## config.mk

```make
export PLATFORM = sky130hd
export DESIGN_NAME = mips_run_monitor_flat
export DESIGN_NICKNAME = d
export VERILOG_FILES = /design/src/rtl/mips_run_monitor_if.sv /design/src/rtl/mips_run_monitor.sv /design/src/flat_wrapper.sv
export SDC_FILE = /design/constraint.sdc
export NUM_CORES = 1
export LEC_CHECK = 0
export BUFFER_PORTS_ARGS = -buffer_cell sky130_fd_sc_hd__buf_2
export CAP_MARGIN = 20
export CORE_ASPECT_RATIO = 1.1
export CORE_UTILIZATION = 40
export CTS_CLUSTER_DIAMETER = 30
export DETAILED_ROUTE_END_ITERATION = 16
export PLACE_DENSITY = 0.76
export SLEW_MARGIN = 25
export SYNTH_ARGS = -nofsm -noshare
export SYNTH_HDL_FRONTEND = slang
export SYNTH_SLANG_ARGS = --single-unit
```

## constraint.sdc

```tcl
create_clock -name clk -period 2.15 [get_ports clk]
set_clock_uncertainty 0.1 [all_clocks]
set_input_delay 0.1075 -clock clk [delete_from_list [all_inputs] [get_ports clk]]
set_output_delay 0.1075 -clock clk [all_outputs]
set_load 0.05 [all_outputs]
```

## src/rtl/mips_run_monitor_if.sv

```systemverilog
// CPU-side bus seen by the run monitor: fetch PC, data-memory write port
// and the reset the monitor drives back into the CPU.
interface mips_run_monitor_if #(
  parameter int DW = 32
);
  logic [DW-1:0] pc_current;
  logic          we_dm;
  logic [DW-1:0] alu_out;
  logic [DW-1:0] wd_dm;
  logic          cpu_rst;

  modport master (output pc_current, we_dm, alu_out, wd_dm, input cpu_rst);
  modport slave  (input pc_current, we_dm, alu_out, wd_dm, output cpu_rst);
endinterface

```

## src/rtl/mips_run_monitor.sv

```systemverilog
// Run monitor for a MIPS core: resets the CPU, lets it run until a halt PC,
// a checked store or a cycle timeout, and reports the verdict and counters.
module mips_run_monitor #(
  parameter int            DW         = 32,
  parameter int            CNT_W      = 32,
  parameter int            RST_CYCLES = 2,
  parameter longint        TIMEOUT    = 1000,
  parameter logic [DW-1:0] HALT_PC    = 32'h48,
  parameter logic [DW-1:0] CHK_ADDR   = 32'h54,
  parameter logic [DW-1:0] CHK_DATA   = 32'h7
) (
  input  logic                 clk,
  input  logic                 rst,
  mips_run_monitor_if.slave    cpu,
  input  logic                 start,
  input  logic [1:0]           halt_mode,
  output logic                 busy,
  output logic                 done,
  output logic                 pass,
  output logic                 timeout,
  output logic [CNT_W-1:0]     cycle_cnt,
  output logic [CNT_W-1:0]     store_cnt,
  output logic [DW-1:0]        halt_pc
);

  typedef enum logic [1:0] {IDLE, RESET, RUN, DONE} state_t;

  localparam logic [CNT_W-1:0] TMO_LAST = CNT_W'(TIMEOUT - 64'd1);
  localparam logic [7:0]       RST_LOAD = 8'(RST_CYCLES);

  state_t           state_r, state_next;
  logic [7:0]       rst_cnt_r;
  logic [1:0]       mode_r;
  logic             cpu_rst_r, busy_r, done_r, pass_r, timeout_r;
  logic [CNT_W-1:0] cycle_cnt_r, store_cnt_r;
  logic [DW-1:0]    halt_pc_r;
  logic             pc_hit_s, st_hit_s, q_pc_s, q_st_s, hit_s, tmo_s;

  // Mode 2'b11 decodes like 2'b10: only 2'b00 masks stores, only 2'b01 masks PC.
  always_comb begin
    pc_hit_s = (cpu.pc_current == HALT_PC);
    st_hit_s = cpu.we_dm && (cpu.alu_out == CHK_ADDR);
    q_pc_s   = pc_hit_s && (mode_r != 2'b01);
    q_st_s   = st_hit_s && (mode_r != 2'b00);
    hit_s    = q_pc_s || q_st_s;
    tmo_s    = (cycle_cnt_r == TMO_LAST);
  end

  always_comb begin
    state_next = state_r;
    case (state_r)
      IDLE, DONE: begin
        if (start) state_next = RESET;
        else       state_next = state_r;
      end
      RESET: begin
        if (rst_cnt_r <= 8'd1) state_next = RUN;
        else                   state_next = RESET;
      end
      RUN: begin
        if (hit_s || tmo_s) state_next = DONE;
        else                state_next = RUN;
      end
      default: state_next = IDLE;
    endcase
  end

  always_ff @(posedge clk) begin
    if (rst) state_r <= IDLE;
    else     state_r <= state_next;
  end

  // Status flags are registered from the next state so they line up with state_r.
  always_ff @(posedge clk) begin
    if (rst) begin
      cpu_rst_r   <= 1'b1;
      busy_r      <= 1'b0;
      done_r      <= 1'b0;
      pass_r      <= 1'b0;
      timeout_r   <= 1'b0;
      cycle_cnt_r <= '0;
      store_cnt_r <= '0;
      halt_pc_r   <= '0;
      mode_r      <= 2'b00;
      rst_cnt_r   <= 8'd0;
    end else begin
      cpu_rst_r <= (state_next != RUN);
      busy_r    <= (state_next == RESET) || (state_next == RUN);
      done_r    <= (state_next == DONE);
      case (state_r)
        IDLE, DONE: begin
          if (start) begin
            pass_r      <= 1'b0;
            timeout_r   <= 1'b0;
            cycle_cnt_r <= '0;
            store_cnt_r <= '0;
            halt_pc_r   <= '0;
            mode_r      <= halt_mode;
            rst_cnt_r   <= RST_LOAD;
          end
        end
        RESET: rst_cnt_r <= rst_cnt_r - 8'd1;
        RUN: begin
          cycle_cnt_r <= cycle_cnt_r + CNT_W'(1);
          if (cpu.we_dm) store_cnt_r <= store_cnt_r + CNT_W'(1);
          // A store hit carries the data verdict even when the PC also hits.
          if (q_st_s) begin
            pass_r    <= (cpu.wd_dm == CHK_DATA);
            halt_pc_r <= cpu.pc_current;
          end else if (q_pc_s) begin
            pass_r    <= 1'b1;
            halt_pc_r <= cpu.pc_current;
          end else if (tmo_s) begin
            pass_r    <= 1'b0;
            timeout_r <= 1'b1;
          end
        end
        default: ;
      endcase
    end
  end

  assign cpu.cpu_rst = cpu_rst_r;
  assign busy        = busy_r;
  assign done        = done_r;
  assign pass        = pass_r;
  assign timeout     = timeout_r;
  assign cycle_cnt   = cycle_cnt_r;
  assign store_cnt   = store_cnt_r;
  assign halt_pc     = halt_pc_r;

endmodule

```

## src/flat_wrapper.sv

```systemverilog
// flat-port wrapper written by rule: the top's interface ports become plain ports
module mips_run_monitor_flat 
#(
  parameter int            DW         = 32,
  parameter int            CNT_W      = 32,
  parameter int            RST_CYCLES = 2,
  parameter longint        TIMEOUT    = 1000,
  parameter logic [DW-1:0] HALT_PC    = 32'h48,
  parameter logic [DW-1:0] CHK_ADDR   = 32'h54,
  parameter logic [DW-1:0] CHK_DATA   = 32'h7
)
  (clk, rst, start, halt_mode, busy, done, pass, timeout, cycle_cnt, store_cnt, halt_pc, cpu_pc_current, cpu_we_dm, cpu_alu_out, cpu_wd_dm, cpu_cpu_rst);
  mips_run_monitor_if #(.DW(DW)) cpu_i ();
  input  logic clk;
  input  logic rst;
  input  logic start;
  input  logic [1:0] halt_mode;
  output logic busy;
  output logic done;
  output logic pass;
  output logic timeout;
  output logic [CNT_W-1:0] cycle_cnt;
  output logic [CNT_W-1:0] store_cnt;
  output logic [DW-1:0] halt_pc;
  input wire logic [$bits(cpu_i.pc_current)-1:0] cpu_pc_current;
  input wire logic [$bits(cpu_i.we_dm)-1:0] cpu_we_dm;
  input wire logic [$bits(cpu_i.alu_out)-1:0] cpu_alu_out;
  input wire logic [$bits(cpu_i.wd_dm)-1:0] cpu_wd_dm;
  output wire logic [$bits(cpu_i.cpu_rst)-1:0] cpu_cpu_rst;
  assign cpu_i.pc_current = cpu_pc_current;
  assign cpu_i.we_dm = cpu_we_dm;
  assign cpu_i.alu_out = cpu_alu_out;
  assign cpu_i.wd_dm = cpu_wd_dm;
  assign cpu_cpu_rst = cpu_i.cpu_rst;
  mips_run_monitor #(.DW(DW), .CNT_W(CNT_W), .RST_CYCLES(RST_CYCLES), .TIMEOUT(TIMEOUT), .HALT_PC(HALT_PC), .CHK_ADDR(CHK_ADDR), .CHK_DATA(CHK_DATA)) u_core (.clk(clk), .rst(rst), .cpu(cpu_i), .start(start), .halt_mode(halt_mode), .busy(busy), .done(done), .pass(pass), .timeout(timeout), .cycle_cnt(cycle_cnt), .store_cnt(store_cnt), .halt_pc(halt_pc));
endmodule
```

==> metrics <==
status=complete, no violations; post-synthesis mux area share=0.00754; dominant cells by area after synthesis=dfxtp_1 40%, nand4_1 6.7%, o2111ai_1 5.0%; die area=0.0146 mm^2; YS warnings=0; post-synth top area cell=dfxtp_1; Power Density=866 mW/mm^2; diode count=0; Post-Syn Area per Cell=8.27 um^2; top-area cell type share of the netlist area=0.401; slowest CP cell=or4_4; DRC viols=0; first-pass GRT wire length=28.2 mm; vias per inst=5.57; initial antenna violation count=0; Synth Register Bits=113; synthesized cell area=0.00564 mm^2; most common cell in the synthesized netlist=dfxtp_1; Gate Count Post-Synth=682; Largest stage delay, worst path=560 ps; Synth cell types=52; min Tclk post-route=2070 ps; fmax=483 MHz; # nets final=1052; number of global-route vias before repair=5929; CTS root buf=clkbuf_16; Worst Hold Class=in -> reg; routed vias=6368; CTS sink count=113; core area=0.0138 mm^2; final WL=17.6 mm; Worst Reg-to-Reg Cells=5; IO Pins=203; die height=127 um; clk buf depth=2; Initial DRT Pass Iterations=4; Final Non-Filler Cells=1143; static leakage=3.36 nW; Core Util, Final=0.602; Detailed Place HPWL=11.7 mm; Initial Util=0.409; CP arrival=2340 ps; # port buffers=202; dpl cells=1069; main combinational cell family by area after synthesis=simple AND/OR/NAND/NOR gates; worst-path cell chain=nand4_1 > or2_2 > or4_4 > or4_1 > nand2_1; r2r setup slk=80 ps; worst hold path depth=4; Area Overhead vs Synth=47.2%; Post-synth top cells=113 x dfxtp_1, 69 x nor2_1, 60 x nand2_1, 60 x nand4_1, 33 x a31oi_1; worst-path maximum fanout=6; Worst-path clk slew=60 ps; number of flops mapped to enable cells by yosys=0; Net Count, Synth=792; largest net degree at the start of global routing=65; max_slew headroom=0.598; # fillers=1200; drt wl/cell=15.4 um; Worst VDD drop=701 uV; sequential fraction of the synthesis area=0.401; TritonCTS Buffers=17; CTS tree=done; grt total ovfl=0; fin crit share=0.964; layout cell share with drive strength beyond 1=0.357; RePlAce Congestion=0.775; top_reg_cell synth=dfxtp_1; Hold Vio Cnt, Final=0; unrepaired setup endpoints after global routing=true; Setup CP Type=reg -> reg; row cnt=45; ys async rst share=0; Worst Setup End Kind=flip-flop; die width=115 um; CP Launch Type=flip-flop; Worst EP required=2420 ps; Synth Area in Adders=0.0177; worst slew pin tran=603 ps; final setup vio count=0; initial drt markers=444; H-tree levels=4; GRT Total Usage=0.243; post-route ant nets=0; Post-Synth Simple-Gate Area=0.299; Synth Area in XOR/XNOR=0.0761; Worst-Skew Late Latency=420 ps; MaxCap Viol Count=0; post-synthesis compound-gate area fraction=0.151; Final Max Slew Viols=0
==> state kept, by name, indices dropped and copies added, names as in the netlist <==
register / cells
u_core.rst_cnt_r: 8
u_core.state_r: 2
u_core.halt_pc: 32
u_core.mode_r: 2
u_core.done: 1
u_core.pass: 1
u_core.cycle_cnt: 32
u_core.busy: 1
u_core.cpu.cpu_rst: 1
u_core.timeout: 1
u_core.store_cnt: 32
==> per-layer routing <==
| layer | track usage | routed length (um) | vias up | share of wire |
|---|---|---|---|---|
| met3 | 0.0674 | 1180 | 31 | 0.067 |
| met4 | 0.105 | 297 | 0 | 0.017 |
| met2 | 0.401 | 8580 | 250 | 0.49 |
| met5 | 0 | 0 | - | 0 |
| li1 | - | - | 3088 | - |
| met1 | 0.293 | 7560 | 2999 | 0.43 |
==> worst paths after layout <==
path | start | endpoint
min | start | u_core.rst_cnt_r[0]
max | u_core.store_cnt[11] | u_core.store_cnt[28]
min reg2reg | u_core.timeout | u_core.timeout
max reg2reg | u_core.store_cnt[11] | u_core.store_cnt[28]
==> placed cells by master, fill, tap and decap left out, drive strengths merged, types with 9 or more instances in the layout <==
cell,synthesis,final
nor4,31,31
dlygate4sd3,0,37
xnor2,20,20
clkbuf,32,22
o21ai,17,17
a21oi,17,17
xor2,29,29
o2111ai,32,32
nand4,61,61
buf,18,253
or3,10,10
inv,19,19
dfxtp,113,113
nand3,26,26
and3,10,10
nand2,61,61
nor2,69,69
nor3,9,9
a31oi,33,33
==> worst max-delay path: cells and delay by family (launching register included) <==
family           cells  cell delay, ps
DFF                  1             370
and+or+nand+nor      5            1560
==> stage by stage <==
| stage | hold slack, ps | setup TNS [ps] | setup slack, ps | instance area [um^2] | power, mW |
|---|---|---|---|---|---|
| 2_1_floorplan | 155 | 0 | 4.39 | 5750 | 3.65 |
| 3_3_place_gp | 278 | 0 | 0.227 | 7200 | 4.29 |
| 3_5_place_dp | 283 | -68.6 | -24.8 | 7200 | 4.30 |
| 4_1_cts | 60.3 | 0 | 12.2 | 8160 | 7.20 |
| 5_1_grt | 121 | -46.8 | -46.0 | 8310 | 7.56 |
| 6_report | 73.3 | 0 | 77.6 | 8310 | 7.19 |
==> repair_timing <==
action                                  CTS  global route
gates resized for setup                   0            20
hold endpoints to repair                 41             0
pin swaps                                 1             6
endpoints found under the setup margin    1            44
gates cloned                              0             1
hold buffers                             37             0
buffers inserted                          1             4
==> cells by family (layout without fill, tap and decap cells) <==
| family | Yosys count | count (layout) |
|---|---|---|
| adder cells (fa/ha/maj) | 8 | 8 |
| flip-flops | 113 | 113 |
| buffers and inverters | 69 | 342 |
| multiplexers | 4 | 4 |
| AO/OA/AOI/OAI | 123 | 123 |
| XOR/XNOR | 49 | 49 |
| AND/OR/NAND/NOR | 316 | 316 |
==> power by group <==
part / internal [mW] / leakage, nW / total [mW] / switching, mW
combinational: 0.801 / 2.16 / 2.07 / 1.27
sequential: 2.20 / 0.933 / 2.30 / 0.0945
clock: 1.84 / 0.274 / 2.83 / 0.990
total: 4.84 / 3.36 / 7.19 / 2.35
==> layout make-up <==
type                       count  area (um^2)  area share
multi-input combinational    500         3240       0.390
sequential                   113         2340       0.282
timing repair buffer         291         1830       0.221
clock buffer                  21          450      0.0542
tap                          188          235      0.0283
clock inverter                11          138      0.0166
inverter                      19         71.3     0.00858
No activity file was read; power rests on OpenSTA's default activity.
